--- config.mk ---
export PLATFORM = sky130hd
export DESIGN_NAME = sat_alu_seq
export DESIGN_NICKNAME = d
export VERILOG_FILES = /design/src/rtl/sat_alu_seq.sv
export SDC_FILE = /design/constraint.sdc
export NUM_CORES = 1
export LEC_CHECK = 0
export CAP_MARGIN = 20
export CORE_MARGIN = 2
export CORE_UTILIZATION = 50
export CTS_CLUSTER_DIAMETER = 30
export CTS_CLUSTER_SIZE = 12
export DETAILED_ROUTE_END_ITERATION = 7
export GPL_TIMING_DRIVEN = 1
export PLACE_DENSITY = 0.84
export SYNTH_ARGS = -nofsm -noshare
export SYNTH_HDL_FRONTEND = slang
export SYNTH_SLANG_ARGS = --single-unit
export TNS_END_PERCENT = 5
--- constraint.sdc ---
create_clock -name clk -period 2.4 [get_ports clk]
set_input_delay 0.48 -clock clk [delete_from_list [all_inputs] [get_ports clk]]
set_output_delay 0.48 -clock clk [all_outputs]
set_load 0.01 [all_outputs]
--- src/rtl/sat_alu_seq.sv ---
// sat_alu_seq: registered saturating ALU with N/Z/V flags and an optional shift-add signed multiply.
// Define SAT_ALU_MUL_EN to build the multi-cycle multiplier; otherwise op 8 is a single-cycle NOP.
module sat_alu_seq #(
    parameter int WIDTH = 16,
    parameter int SHW = $clog2(WIDTH)
) (
    input  logic             clk,
    input  logic             rst,
    input  logic             in_valid,
    output logic             in_ready,
    input  logic [3:0]       op,
    input  logic [WIDTH-1:0] src0,
    input  logic [WIDTH-1:0] src1,
    input  logic [SHW-1:0]   shamt,
    input  logic             flag_we,
    output logic             out_valid,
    output logic [WIDTH-1:0] dst,
    output logic [2:0]       flags
);
    localparam logic [3:0] OP_ADD = 4'd0, OP_SUB = 4'd1, OP_AND = 4'd2, OP_NOR = 4'd3;
    localparam logic [3:0] OP_SLL = 4'd4, OP_SRL = 4'd5, OP_SRA = 4'd6, OP_LHB = 4'd7;
    localparam logic [WIDTH-1:0] MAXV = {1'b0, {(WIDTH-1){1'b1}}};
    localparam logic [WIDTH-1:0] MINV = {1'b1, {(WIDTH-1){1'b0}}};

    logic [WIDTH-1:0] dst_q, dst_d, add_res, sra_res, alu_res;
    logic [2:0]       flags_q, flags_d;
    logic             out_valid_q, out_valid_d;
    logic [WIDTH:0]   sum;
    logic             accept, is_mul, is_arith, is_logic, sat_pos, sat_neg;

    assign accept   = in_valid & in_ready;
    assign sum      = op == OP_SUB ? {src0[WIDTH-1], src0} - {src1[WIDTH-1], src1}
                                   : {src0[WIDTH-1], src0} + {src1[WIDTH-1], src1};
    assign sat_pos  = sum[WIDTH:WIDTH-1] == 2'b01;
    assign sat_neg  = sum[WIDTH:WIDTH-1] == 2'b10;
    assign add_res  = sat_pos ? MAXV : sat_neg ? MINV : sum[WIDTH-1:0];
    assign sra_res  = $signed(src0) >>> shamt;
    assign is_arith = op == OP_ADD || op == OP_SUB;
    assign is_logic = op >= OP_AND && op <= OP_SRA;
    assign alu_res  = is_arith     ? add_res :
                      op == OP_AND ? src0 & src1 :
                      op == OP_NOR ? ~(src0 | src1) :
                      op == OP_SLL ? src0 << shamt :
                      op == OP_SRL ? src0 >> shamt :
                      op == OP_SRA ? sra_res :
                      op == OP_LHB ? {src1[WIDTH/2-1:0], src0[WIDTH/2-1:0]} : dst_q;

`ifdef SAT_ALU_MUL_EN
    localparam logic [3:0] OP_MUL = 4'd8;
    localparam logic [0:0] IDLE = 1'b0, BUSY = 1'b1;
    localparam logic [2*WIDTH-1:0] HALF = {{WIDTH{1'b0}}, MINV};

    logic [0:0]         state_q, state_d;
    logic [2*WIDTH-1:0] mcand_q, mcand_d, acc_q, acc_d;
    logic [WIDTH:0]     mplier_q, mplier_d, mag0, mag1;
    logic [SHW:0]       cnt_q, cnt_d;
    logic               sign_q, sign_d, mfwe_q, mfwe_d, mul_done, mul_ovf;
    logic [WIDTH-1:0]   mul_res;

    assign is_mul   = op == OP_MUL;
    assign in_ready = state_q == IDLE;
    assign mag0     = src0[WIDTH-1] ? -{src0[WIDTH-1], src0} : {1'b0, src0};
    assign mag1     = src1[WIDTH-1] ? -{src1[WIDTH-1], src1} : {1'b0, src1};

    always_comb begin
        state_d  = state_q;
        mcand_d  = mcand_q;
        acc_d    = acc_q;
        mplier_d = mplier_q;
        cnt_d    = cnt_q;
        sign_d   = sign_q;
        mfwe_d   = mfwe_q;
        if (accept && is_mul) begin
            state_d  = BUSY;
            mcand_d  = {{(WIDTH-1){1'b0}}, mag0};
            acc_d    = '0;
            mplier_d = mag1;
            cnt_d    = (SHW+1)'(WIDTH);
            sign_d   = src0[WIDTH-1] ^ src1[WIDTH-1];
            mfwe_d   = flag_we;
        end else if (state_q == BUSY) begin
            acc_d    = mplier_q[0] ? acc_q + mcand_q : acc_q;
            mcand_d  = mcand_q << 1;
            mplier_d = mplier_q >> 1;
            cnt_d    = cnt_q - (SHW+1)'(1);
            state_d  = cnt_q == (SHW+1)'(1) ? IDLE : BUSY;
        end
    end

    // The final partial product is folded in on the same edge that registers the result.
    assign mul_done = state_q == BUSY && cnt_q == (SHW+1)'(1);
    assign mul_ovf  = sign_q ? acc_d > HALF : acc_d >= HALF;
    assign mul_res  = mul_ovf ? (sign_q ? MINV : MAXV) : sign_q ? -acc_d[WIDTH-1:0] : acc_d[WIDTH-1:0];

    always_ff @(posedge clk or posedge rst) begin
        if (rst) begin
            state_q  <= IDLE;
            mcand_q  <= '0;
            acc_q    <= '0;
            mplier_q <= '0;
            cnt_q    <= '0;
            sign_q   <= 1'b0;
            mfwe_q   <= 1'b0;
        end else begin
            state_q  <= state_d;
            mcand_q  <= mcand_d;
            acc_q    <= acc_d;
            mplier_q <= mplier_d;
            cnt_q    <= cnt_d;
            sign_q   <= sign_d;
            mfwe_q   <= mfwe_d;
        end
    end
`else
    assign is_mul   = 1'b0;
    assign in_ready = 1'b1;
`endif

    always_comb begin
        dst_d       = dst_q;
        flags_d     = flags_q;
        out_valid_d = 1'b0;
        if (accept && !is_mul) begin
            dst_d       = alu_res;
            out_valid_d = 1'b1;
            if (flag_we && is_arith)
                flags_d = {alu_res[WIDTH-1], alu_res == '0, sat_pos | sat_neg};
            else if (flag_we && is_logic)
                flags_d = {flags_q[2], alu_res == '0, flags_q[0]};
        end
`ifdef SAT_ALU_MUL_EN
        if (mul_done) begin
            dst_d       = mul_res;
            out_valid_d = 1'b1;
            flags_d     = mfwe_q ? {mul_res[WIDTH-1], mul_res == '0, mul_ovf} : flags_q;
        end
`endif
    end

    always_ff @(posedge clk or posedge rst) begin
        if (rst) begin
            dst_q       <= '0;
            flags_q     <= 3'b000;
            out_valid_q <= 1'b0;
        end else begin
            dst_q       <= dst_d;
            flags_q     <= flags_d;
            out_valid_q <= out_valid_d;
        end
    end

    assign dst       = dst_q;
    assign flags     = flags_q;
    assign out_valid = out_valid_q;
endmodule

==> metrics.log <==
[metrics] outcome: finished with violations
[metrics] failing checks: DRC, setup timing
[metrics] Core Footprint: 9639 um2
[metrics] endpoints failing setup: 19
[metrics] number of top-level pins: 65
[metrics] register area: 500.5 um2
[metrics] H-tree lvl count: 1
[metrics] DRT antenna net count: 0
[metrics] Pre-antenna DRT Iters: 8
[metrics] hold crit path type: reg -> reg
[metrics] width of the die: 103.0 um
[metrics] DIE HEIGHT: 103.0 um
[metrics] slew at the pin closest to its max-slew limit: 0.7763 ns
[metrics] cell area reported after detailed placement: 7022 um2
[metrics] fraction of the cycle the final worst path needs: 2.254
[metrics] count of cell types in the netlist: 82
[metrics] sort of element at the end of the critical path: flop
[metrics] Netlist Area Pre-Place: 4898 um2
[metrics] overall via count from detail_route: 7294
[metrics] count of port buffers added during placement: 63
[metrics] overall die area: 10600 um2
[metrics] Global Route Usage Sum: 0.4763
[metrics] worst slew slack as a fraction of its limit: 0.4819
[metrics] GP Congestion: 1.083
[metrics] DR iter-0 viols: 992
[metrics] largest net degree at the start of global routing: 33
[metrics] top flip-flop cell by instance count after synthesis: sky130_fd_sc_hd__dfrtp_1
[metrics] layout overhead on the synthesized area: 55.10%
[metrics] number of global-route vias before repair: 6939
[metrics] final worst-path setup slack: -3.009 ns
[metrics] clock slew seen by the registers of the worst setup and hold paths: 0.08 ns
[metrics] Clk Latency, worst-skew pair: 0.27 ns
[metrics] count of flip-flops with a built-in enable after synthesis: 0
[metrics] CTS Buffer Depth: 2
[metrics] final routed wirelength across all metal layers: 26.95 mm
[metrics] f_max: 184.9 MHz
[metrics] effective utilization at floorplan: 0.5082
[metrics] initial antenna violation count: 0
[metrics] ys async rst share: 1.000
[metrics] half-perimeter wire length after placement: 18.32 mm
[metrics] syn avg cell area: 7.322 um2
[metrics] PD cells: 423.7 nW/um2
[metrics] fraction of final layout cells with drive strength greater than 1: 0.3772
[metrics] number of instances in the synthesized netlist: 669
[metrics] clock net sink count: 20
[metrics] clock tree root buffer cell: sky130_fd_sc_hd__clkbuf_8
[metrics] share of synthesized area occupied by flip-flops and latches: 0.1022
[metrics] Vias per Instance: 6.927
[metrics] detailed-route wire length per cell: 25.59 um
[metrics] kind of critical path: in -> reg
[metrics] Mapped Nets: 736
[metrics] multi-input gate area in the final layout: 4253 um2
[metrics] highest fanout seen on the critical path: 6
[metrics] crit path launch type: primary input
[metrics] placement-stage worst setup slack: -3.220 ns
[metrics] number of maximum-capacitance constraint violations: 0
[metrics] Power Total: 3.219 mW
[metrics] Synth warnings: 0
[metrics] worst slack on hold paths: 0.5424 ns
[metrics] standard-cell row count: 36
[metrics] aggregate negative setup slack: -43.13 ns
[metrics] Max VDD drop: 0.0007293 V
[metrics] CTS tree: done
[metrics] antenna cells: 0
[metrics] number of synthesized register bits: 20
[metrics] required time of the critical path: 2.61 ns
[metrics] FILL cells: 614
[metrics] Final Hold Vio Count: 0
[metrics] grt total ovfl: 0
[metrics] remaining routing DRC violations: 34
[metrics] count of pins over their slew limit: 0
[metrics] RSZ-0062 raised after global routing: true
[metrics] final instance area: 7597 um2
[metrics] total clock buffers created by CTS: 3
[metrics] fin crit period: 5.409 ns
[metrics] Post-layout nets: 988
[metrics] worst clock skew on the final layout: 0.002899 ns
[metrics] wire length of the first global-routing pass: 37.85 mm
[metrics] leakage power figure: 3.425 nW
[metrics] critical path arrival: 5.62 ns
==> path summary, 6_finish.rpt <==
kind / from / end / slack (ns) / depth (start not counted)
max: op[3] / flags[1]$_DFFE_PP0P_ / -3.01 / 24
min: flags[1]$_DFFE_PP0P_ / flags[1]$_DFFE_PP0P_ / 0.54 / 1
max reg2reg: dst[5]$_DFFE_PP0P_ / flags[1]$_DFFE_PP0P_ / 0.18 / 8
min reg2reg: flags[1]$_DFFE_PP0P_ / flags[1]$_DFFE_PP0P_ / 0.54 / 1
max in group asynchronous: rst / flags[2]$_DFFE_PP0P_ / 1.20 / 2
min in group asynchronous: rst / dst[5]$_DFFE_PP0P_ / 0.71 / 2
==> Yosys cell counts (all sizes together), types with 10 or more instances <==
cell type	instances	area, um2
a31oi	13	81.33
dfrtp	20	500.5
o21ai	38	190.2
xnor2	18	157.7
nor2	67	251.5
mux4	16	364.1
xor2	10	87.58
o211ai	13	97.59
mux2i	33	330.3
nand2	78	295.3
clkbuf	30	117.6
nand3	12	60.06
ha	22	275.3
a21o	11	82.58
inv	20	75.07
mux2	23	259.0
nor3	17	85.08
buf	30	198.9
a21oi	59	295.3
==> critical path, stage by stage <==
cell and delay [ns]:
sky130_fd_sc_hd__buf_6 0.09, sky130_fd_sc_hd__or2_4 0.25, sky130_fd_sc_hd__nor2_4 0.15, sky130_fd_sc_hd__nand2_2 0.10
sky130_fd_sc_hd__mux2i_2 0.22, sky130_fd_sc_hd__ha_1 0.27, sky130_fd_sc_hd__nor2b_4 0.13, sky130_fd_sc_hd__o31a_1 0.26
sky130_fd_sc_hd__o41a_1 0.36, sky130_fd_sc_hd__o2111a_1 0.28, sky130_fd_sc_hd__o211ai_1 0.20, sky130_fd_sc_hd__nand2_1 0.10
sky130_fd_sc_hd__a21o_1 0.21, sky130_fd_sc_hd__a21o_1 0.23, sky130_fd_sc_hd__xor2_1 0.16, sky130_fd_sc_hd__ha_2 0.22
sky130_fd_sc_hd__buf_4 0.18, sky130_fd_sc_hd__nor3_1 0.32, sky130_fd_sc_hd__buf_4 0.21, sky130_fd_sc_hd__o21ai_0 0.28
sky130_fd_sc_hd__nand3_1 0.26, sky130_fd_sc_hd__nand4b_1 0.15, sky130_fd_sc_hd__nor4_2 0.27, sky130_fd_sc_hd__a32o_1 0.19
==> layout by cell type, fill, tap and decap left out, types with 4 or more instances in the layout <==
cell type                           n
sky130_fd_sc_hd__a211oi_1           6
sky130_fd_sc_hd__a21o_1            11
sky130_fd_sc_hd__a21oi_1           51
sky130_fd_sc_hd__a21oi_2            8
sky130_fd_sc_hd__a22oi_1            4
sky130_fd_sc_hd__a31oi_1           11
sky130_fd_sc_hd__and3b_1            5
sky130_fd_sc_hd__buf_12             4
sky130_fd_sc_hd__buf_4            233
sky130_fd_sc_hd__buf_6              9
sky130_fd_sc_hd__clkdlybuf4s50_1   54
sky130_fd_sc_hd__dfrtp_1           20
sky130_fd_sc_hd__ha_1              18
sky130_fd_sc_hd__inv_1             18
sky130_fd_sc_hd__mux2_2            22
sky130_fd_sc_hd__mux2i_1           32
sky130_fd_sc_hd__mux4_2            15
sky130_fd_sc_hd__nand2_1           73
sky130_fd_sc_hd__nand2_2            5
sky130_fd_sc_hd__nand2b_1           8
sky130_fd_sc_hd__nand3_1           12
sky130_fd_sc_hd__nand4_1            6
sky130_fd_sc_hd__nor2_1            63
sky130_fd_sc_hd__nor2b_1            5
sky130_fd_sc_hd__nor3_1            14
sky130_fd_sc_hd__o211ai_1          13
sky130_fd_sc_hd__o21a_1             4
sky130_fd_sc_hd__o21ai_0           30
sky130_fd_sc_hd__o21ai_2            5
sky130_fd_sc_hd__o31ai_1            6
sky130_fd_sc_hd__or3_1              6
sky130_fd_sc_hd__xnor2_1           17
sky130_fd_sc_hd__xor2_1             9
==> metrics by stage <==
step                  util  cells
floorplan                -    669
detailed placement  0.7285   1013
CTS                 0.7722   1046
finish              0.7882   1053
global route        0.7882   1053
global placement    0.7285   1013
==> timing repair <==
item                                    4_1_cts  5_1_grt
endpoints found under the setup margin       19       19
hold buffers                                  0        0
gates resized for setup                      51       28
setup buffers                                29        7
pin swaps                                    35       32
==> where the power goes <==
group,leakage [nW],internal [mW],switching (mW)
registers,0.237,0.411,0.101
logic,3.15,1.14,1.22
clock network,0.0357,0.223,0.120
total,3.42,1.78,1.44
==> layout make-up <==
cell class	count	area share
inverter	21	0.01038
timing repair buffer	307	0.3327
tap	133	0.02190
multi-input combinational	568	0.5598
clock buffer	3	0.005435
sequential	20	0.06588
clock inverter	1	0.003953
==> cell families after synthesis <==
group | Yosys count | share of synthesized area
flip-flops | 20 | 0.1022
adder cells (fa/ha/maj) | 23 | 0.06028
other | 1 | 0.0007655
multiplexers | 72 | 0.1946
AO/OA/AOI/OAI | 209 | 0.2817
AND/OR/NAND/NOR | 235 | 0.2296
XOR/XNOR | 28 | 0.05006
buffers and inverters | 81 | 0.08071
==> state kept, by name, summed over array words and instances (netlist names) <==
register / count
dst: 16
flags: 3
out_valid: 1
==> per-layer routing <==
layer	GRT usage	share of wire	vias to the layer above	wire, um
li1	-	-	3002	-
met1	0.5690	0.33	3308	9008
met2	0.7423	0.42	696	11420
met3	0.1471	0.14	288	3863
met4	0.3036	0.099	0	2662
met5	0	0	-	0
Power figures use the tool's default switching activity.
